===== src/rtl/arbiter_rr_pkt_n_pkg.sv =====
// Shared types and helpers for the packet-aware round-robin arbiter.
package arb_pkg;

    typedef enum logic {ARB_IDLE, ARB_LOCKED} arb_state_t;

    // Explicit modulo-N increment so non-power-of-2 channel counts wrap correctly.
    function automatic int unsigned rr_next(input int unsigned ptr, input int unsigned n);
        return (ptr + 32'd1 >= n) ? 32'd0 : ptr + 32'd1;
    endfunction

endpackage


===== src/rtl/arbiter_rr_pkt_n_skid.sv =====
// Two-entry output FIFO: registered upstream ready, head entry drives the outputs.
module skid_buffer_2 #(
    parameter int W = 8
) (
    input  logic         clk,
    input  logic         rst,
    input  logic         in_valid,
    output logic         in_ready,
    input  logic [W-1:0] in_data,
    output logic         out_valid,
    input  logic         out_ready,
    output logic [W-1:0] out_data
);
    logic [W-1:0] mem_q [2];
    logic         wr_q;
    logic         rd_q;
    logic [1:0]   count_q;
    logic [1:0]   count_d;
    logic         ready_q;
    logic         push;
    logic         pop;

    assign push      = in_valid & ready_q;
    assign pop       = out_valid & out_ready;
    assign in_ready  = ready_q;
    assign out_valid = (count_q != 2'd0);
    assign out_data  = mem_q[rd_q];

    always_comb begin
        count_d = count_q;
        case ({push, pop})
            2'b10:   count_d = count_q + 2'd1;
            2'b01:   count_d = count_q - 2'd1;
            default: count_d = count_q;
        endcase
    end

    // Ready is a register so downstream ready never reaches the producers combinationally.
    always_ff @(posedge clk or negedge rst) begin
        if (!rst) begin
            mem_q[0] <= '0;
            mem_q[1] <= '0;
            wr_q     <= 1'b0;
            rd_q     <= 1'b0;
            count_q  <= 2'd0;
            ready_q  <= 1'b0;
        end else begin
            if (push) begin
                mem_q[wr_q] <= in_data;
                wr_q        <= ~wr_q;
            end
            if (pop) begin
                rd_q <= ~rd_q;
            end
            count_q <= count_d;
            ready_q <= (count_d != 2'd2);
        end
    end

endmodule


===== src/rtl/arbiter_rr_pkt_n.sv =====
// N-input round-robin arbiter with optional packet locking and a registered 2-deep output.
module arbiter_rr_pkt_n
    import arb_pkg::*;
#(
    parameter int DWIDTH   = 20,
    parameter int N        = 2,
    parameter int LOCK_PKT = 1,
    parameter int SRCW     = (N > 1) ? $clog2(N) : 1
) (
    input  logic              clk,
    input  logic              rst,
    input  logic              in_valid [N],
    input  logic [DWIDTH-1:0] in_data  [N],
    input  logic              in_last  [N],
    output logic              in_ready [N],
    output logic              out_valid,
    output logic [DWIDTH-1:0] out_data,
    output logic              out_last,
    output logic [SRCW-1:0]   out_src,
    input  logic              out_ready
);
    typedef struct packed {
        logic [DWIDTH-1:0] data;
        logic              last;
        logic [SRCW-1:0]   src;
    } entry_t;

    localparam int EW = $bits(entry_t);

    arb_state_t      state_q, state_d;
    logic [SRCW-1:0] ptr_q, ptr_d;
    logic [SRCW-1:0] lock_q, lock_d;
    logic [SRCW-1:0] scan_idx;
    logic [SRCW-1:0] grant;
    logic            scan_hit;
    logic            buf_ready;
    logic            xfer;
    int              scan_j;
    entry_t          push_entry;
    logic [EW-1:0]   head_bits;
    entry_t          head_entry;

    // Priority scan starting at ptr and wrapping past N-1 back to 0.
    always_comb begin
        scan_hit = 1'b0;
        scan_idx = '0;
        scan_j   = 0;
        for (int k = 0; k < N; k++) begin
            scan_j = int'(ptr_q) + k;
            if (scan_j >= N) begin
                scan_j = scan_j - N;
            end
            if (!scan_hit && in_valid[scan_j]) begin
                scan_hit = 1'b1;
                scan_idx = SRCW'(scan_j);
            end
        end
    end

    assign grant = (state_q == ARB_LOCKED) ? lock_q : scan_idx;

    // While locked the owner sees ready even with valid low, so nobody else sneaks in.
    generate
        for (genvar gi = 0; gi < N; gi++) begin : g_ready
            assign in_ready[gi] = buf_ready & (grant == SRCW'(gi))
                                & ((state_q == ARB_LOCKED) | in_valid[gi]);
        end
    endgenerate

    assign xfer = in_valid[grant] & in_ready[grant];

    always_comb begin
        push_entry = '{data: in_data[grant], last: in_last[grant], src: grant};
    end

    always_comb begin
        state_d = state_q;
        ptr_d   = ptr_q;
        lock_d  = lock_q;
        case (state_q)
            ARB_IDLE: begin
                if (xfer) begin
                    if (LOCK_PKT == 0 || in_last[grant]) begin
                        ptr_d = SRCW'(rr_next(32'(grant), 32'(N)));
                    end else begin
                        state_d = ARB_LOCKED;
                        lock_d  = grant;
                    end
                end
            end
            ARB_LOCKED: begin
                if (xfer && in_last[grant]) begin
                    state_d = ARB_IDLE;
                    ptr_d   = SRCW'(rr_next(32'(lock_q), 32'(N)));
                end
            end
            default: state_d = ARB_IDLE;
        endcase
    end

    always_ff @(posedge clk or negedge rst) begin
        if (!rst) begin
            state_q <= ARB_IDLE;
            ptr_q   <= '0;
            lock_q  <= '0;
        end else begin
            state_q <= state_d;
            ptr_q   <= ptr_d;
            lock_q  <= lock_d;
        end
    end

    skid_buffer_2 #(.W(EW)) u_skid (
        .clk       (clk),
        .rst       (rst),
        .in_valid  (xfer),
        .in_ready  (buf_ready),
        .in_data   (push_entry),
        .out_valid (out_valid),
        .out_ready (out_ready),
        .out_data  (head_bits)
    );

    assign head_entry = head_bits;
    assign out_data   = head_entry.data;
    assign out_last   = head_entry.last;
    assign out_src    = head_entry.src;

endmodule


===== config.mk =====
export PLATFORM = sky130hd
export DESIGN_NAME = arbiter_rr_pkt_n
export DESIGN_NICKNAME = d
export VERILOG_FILES = /design/src/rtl/arbiter_rr_pkt_n_pkg.sv /design/src/rtl/arbiter_rr_pkt_n_skid.sv /design/src/rtl/arbiter_rr_pkt_n.sv
export SDC_FILE = /design/constraint.sdc
export NUM_CORES = 1
export LEC_CHECK = 0
export BUFFER_PORTS_ARGS = -buffer_cell sky130_fd_sc_hd__buf_2
export CORE_MARGIN = 8
export CORE_UTILIZATION = 40
export DETAILED_ROUTE_END_ITERATION = 8
export PLACE_DENSITY = 0.73
export SLEW_MARGIN = 20
export SYNTH_ARGS = -nofsm -noshare
export SYNTH_HDL_FRONTEND = slang
export SYNTH_HIERARCHICAL = 1
export SYNTH_SLANG_ARGS = --single-unit

===== constraint.sdc =====
create_clock -name clk -period 5.8 [get_ports clk]
set_input_delay 1.16 -clock clk [delete_from_list [all_inputs] [get_ports clk]]
set_output_delay 1.16 -clock clk [all_outputs]
set_load 0.01 [all_outputs]

# == Word level (Yosys, flattened, before mapping) ==
# Cells that the tools add are included.
# classes
eq_ne,6
n_bitwise,19
magnitude_cmp,10
n_mux,41
n_reduce_logical,7
n_addsub,7
# ops
operator,n
2-to-1 mux 22 bit,4
">= comparator 32 x 2 -> 1 bit, second input constant",2
2-to-1 mux 32 bit,2
inverter 32 bit,2
2-to-1 mux 20 bit,3
bitwise mux 44 bit,1
2-to-1 mux 1 bit,27
demux 22 bit (select 1 bit),1
">= comparator 2 bit, second input constant",6
bitwise AND 1 bit,7
"adder 1 x 1 -> 2 bit, second input constant",3
"!= test 2 x 1 -> 1 bit, second input constant",3
inverter 1 -> 2 bit,3
AND reduction 3 bit,2
inverter 1 bit,5
one-hot mux 1 bit (2 select lines),2
one-hot mux 2 bit (2 select lines),1
logical AND 1 bit,3
"subtractor 1 x 2 -> 3 bit, second input constant",1
"subtractor 2 x 2 -> 3 bit, second input constant",1
"adder 2 x 1 -> 2 bit, second input constant",1
"equality test 2 x 1 -> 1 bit, second input constant",1
"equality test 2 bit, second input constant",1
">= comparator 1 x 2 -> 1 bit, second input constant",1
other kinds (6),7
# totals
output_inout_bits,25
register_bits,52

# == Longest topological paths before layout ==
# logic_depth
depth_word,22
mapped_depth,8
mapped_depth_nobuf,7

# == By module ==
# The synthesis kept the hierarchy.
# modules_own_cells
module,seq_area_each_um2,instances,cells_each,area_each_um2
skid_buffer_2,1226.2,1,140,2229.6
arbiter_rr_pkt_n,75.1,1,49,564.3

# == Least setup slack after synthesis ==
# No wires, ideal clock.
# synth_timing
path_kind,input port to output port
from,input port in_valid[1] (netlist bit)
to,output port in_ready[0] (netlist bit)
t_arrival_ns,1.971
path_stages,4
setup_slack_ns,2.669
path_buffers,1
t_required_ns,4.640
path_cell_list,and2b_1 > o21ai_4 > buf_8 > o211a_1
# synth_lines
item,line_no,text
from (decl),arbiter_rr_pkt_n.sv:12,"input logic in_valid [N],"
to (decl),arbiter_rr_pkt_n.sv:15,"output logic in_ready [N],"

==> flow_metrics.py <==
metrics = {
    "detailed_routing": {
        "drt_iter0_drc": 41,
        "wl_um": 5407,
        "vias_per_cell": 4.776,
        "post-route-drc-count": 0,
        "vias": 1705,
        "avgRoutedWirePerCell_um": 15.15,
        "antenna_left": 0,
        "drtPass1Iterations": 2,
    },
    "yosys": {
        "syn_nets": 237,
        "synth_top_area_share_pct": 46.57,
        "synth_cell_types": 33,
        "syn_area_um2": 2794,
        "synth_fa_ha_area_share_pct": 0.4478,
        "synth_top_cell_by_area": "dfrtp_1",
        "synth_compound_area_share_pct": 3.224,
        "synth_top_family_by_area": "multiplexers",
        "yosysWarnings": 6,
        "synthXorXnorAreaFrac_pct": 1.254,
        "synth-simple-area-share_pct": 3.896,
        "synth.avg_cell_area_um2": 14.78,
        "ys_seq_elements": 52,
        "ys_top_cells_by_area": "dfrtp_1, mux2_2, mux2_4",
        "ys_seq_area_share_pct": 46.57,
        "synth_mux_area_share_pct": 39.99,
        "synthCells": 189,
    },
    "global_route": {
        "overflow": 0,
        "grt_pass1_wl_um": 9259,
        "antenna_found_initial": 0,
        "grt_max_degree": 53,
        "track_usage_pct": 11.52,
        "grt_pass1_vias": 1880,
    },
    "floorplanning": {
        "die_y_um": 99.58,
        "fp.dieW_um": 99.58,
        "start_util_pct": 41.12,
        "core_um2": 6794,
        "num_io_pins": 72,
        "rows": 30,
        "dieArea_um2": 9915,
    },
    "placed_design": {
        "dp_hpwl_um": 3823,
        "gp_congestion": 0.7409,
        "io_buffers": 71,
        "post-place-cells": 350,
        "dp_slack_ns": 2.654,
    },
    "flow_run": {
        "cap_violations": 0,
    },
    "finish": {
        "mostFrequentLayoutCell": "buf_2",
        "n_fill_cell": 610,
        "drive_above_1_share_pct": 67.05,
        "n_antenna_cell": 0,
        "syn_to_final_growth_pct": 18.50,
        "fin_util_pct": 48.73,
        "layout.nets": 309,
        "finalNonFillerCells": 357,
        "final_cell_mix": "buf_2, mux2_2, dfrtp_1",
    },
    "sta": {
        "rsz0062_at_grt": "no",
        "tns_ns": 0,
        "finalHoldViolCount": 0,
        "relSlewSlack_pct": 28.52,
        "timing.final.crit_share_pct": 54.08,
        "setup_viol": 0,
        "clock_skew_ns": 0.005893,
        "finalWorstSetupSlack_ns": 2.664,
        "hold_slack_ns": 0.5035,
        "slew_viol_final": 0,
        "worst_pin_slew_ns": 1.072,
        "fmax_mhz": 318.8,
        "period_minus_slack_ns": 3.136,
    },
    "power_and_ir_drop": {
        "p_per_area_nw_per_um2": 594.6,
        "leakage_uw": 0.001617,
        "vdd_drop_max_v": 0.0002490,
    },
    "critical_path": {
        "reg2reg_slack_ns": 3.72,
        "end_kind": "primary output",
        "worst_ep_required_time_ns": 4.64,
        "reg2reg_to": "u_skid/mem_q[33]$_DFFE_PN0P_",
        "worstPathCellList": "buf_2 -> and2b_1 -> o21ai_4 -> o211a_1 -> buf_2",
        "cp_data_arrival_time_ns": 1.98,
        "slowest_stage": "o21ai_4",
        "critPathLaunchType": "primary input",
        "cp-startpoint": "in_valid[1]",
        "cp_top_family": "compound AO/OA/AOI/OAI gates",
        "slowest_delay_ns": 0.22,
        "worstRegToRegCells": 5,
        "crit_path_frequent_cell": "buf_2",
        "crit_buf_inv": 2,
        "critPathMaxFanout": 7,
        "crit_type": "in2out",
    },
    "clock_network": {
        "ctsHoldBuffers": 0,
        "cts_resized": 0,
        "post_cts_buffers": 0,
        "clkTransAtPathRegs_ns": 0.08,
        "tritoncts": "yes",
        "clkLatencyLatePin_ns": 0.29,
        "clk_path_buf_depth": 2,
        "htree_levels": 2,
        "cts_buffers": 5,
        "cts_root_buf": "clkbuf_8",
        "clock_sinks": 52,
    },
    "hold_path": {
        "hold_end": "u_skid/wr_q$_DFFE_PN0N_",
        "hold_class": "reg2reg",
        "hold_start": "u_skid/wr_q$_DFFE_PN0N_",
        "holdPathStages": 2,
    },
    "status": {
        "status": "completed",
    },
}
stage by stage:
stage | total power [µW] | instance area (µm²)
after floorplan | 1490 | 2794
after global placement | 1682 | 3182
after detailed placement | 1712 | 3182
after CTS | 2007 | 3311
after global routing | 2113 | 3311
final | 1969 | 3311
synthesized netlist by cell type:
master	count
mux2_2	53
dfrtp_1	52
mux2_4	34
nor2_1	5
buf_2	4
nand2_1	4
buf_12	3
inv_1	3
a21oi_1	2
buf_6	2
nor3_1	2
o21ai_0	2
xnor2_1	2
xor2_1	2
a21bo_2	1
a21boi_0	1
a31oi_1	1
a32oi_1	1
and2_1	1
and2b_1	1
buf_8	1
ha_1	1
mux2i_1	1
nand2_2	1
nand2b_1	1
nand2b_4	1
nand3_1	1
nand3b_1	1
o211a_1	1
o21ai_4	1
o221a_2	1
or2_1	1
or2_2	1
state kept, by name, indices dropped and copies added (netlist names), named ones only:
name and flops:
u_skid/wr_q 1, u_skid/in_ready 1, u_skid/mem_q 44, u_skid/rd_q 1, lock_q 1, u_skid/count_q 2
ptr_q 1
worst max path at each step:
stage	to	slack, ns	cells after the start
after CTS	in_ready[0]	2.65	5
after floorplan	in_ready[0]	2.67	4
after global routing	out_src	2.59	2
final	in_ready[0]	2.66	5
after global placement	in_ready[0]	2.69	5
after detailed placement	in_ready[0]	2.65	5
worst min-delay path, cell delays in order, from the launching register on:
cell and delay (ns):
dfrtp_1 0.37, nand2_1 0.05, nand2_1 0.05
power breakdown:
part	total (µW)	switching, µW	internal [µW]
logic	997	397	600
registers	689	138	551
clock network	283	113	170
metal layers:
layer  track usage (%)  up-vias  wire length (µm)
met3             3.631        2               329
met5                 0        -                 0
li1                  -      814                 -
met1             14.10      848              2468
met2             18.85       41              2586
met4             3.492        0                23
kinds of logic after synthesis:
logic type | Yosys count
multiplexers | 88
flip-flops | 52
AND/OR/NAND/NOR | 20
buffers and inverters | 13
AO/OA/AOI/OAI | 11
XOR/XNOR | 4
adder cells (fa/ha/maj) | 1
final cells by class:
| type | instances | area [µm²] | share of cell area (%) |
|---|---|---|---|
| Multi-Input combinational cell | 124 | 1364 | 41.19 |
| Sequential cell | 52 | 1301 | 39.30 |
| Timing Repair Buffer | 75 | 385.4 | 11.64 |
| Tap cell | 96 | 120.1 | 3.628 |
| Clock buffer | 5 | 68.82 | 2.079 |
| Clock inverter | 2 | 60.06 | 1.814 |
| Inverter | 3 | 11.26 | 0.3401 |
Note: power is estimated with default switching activity, not from simulation.
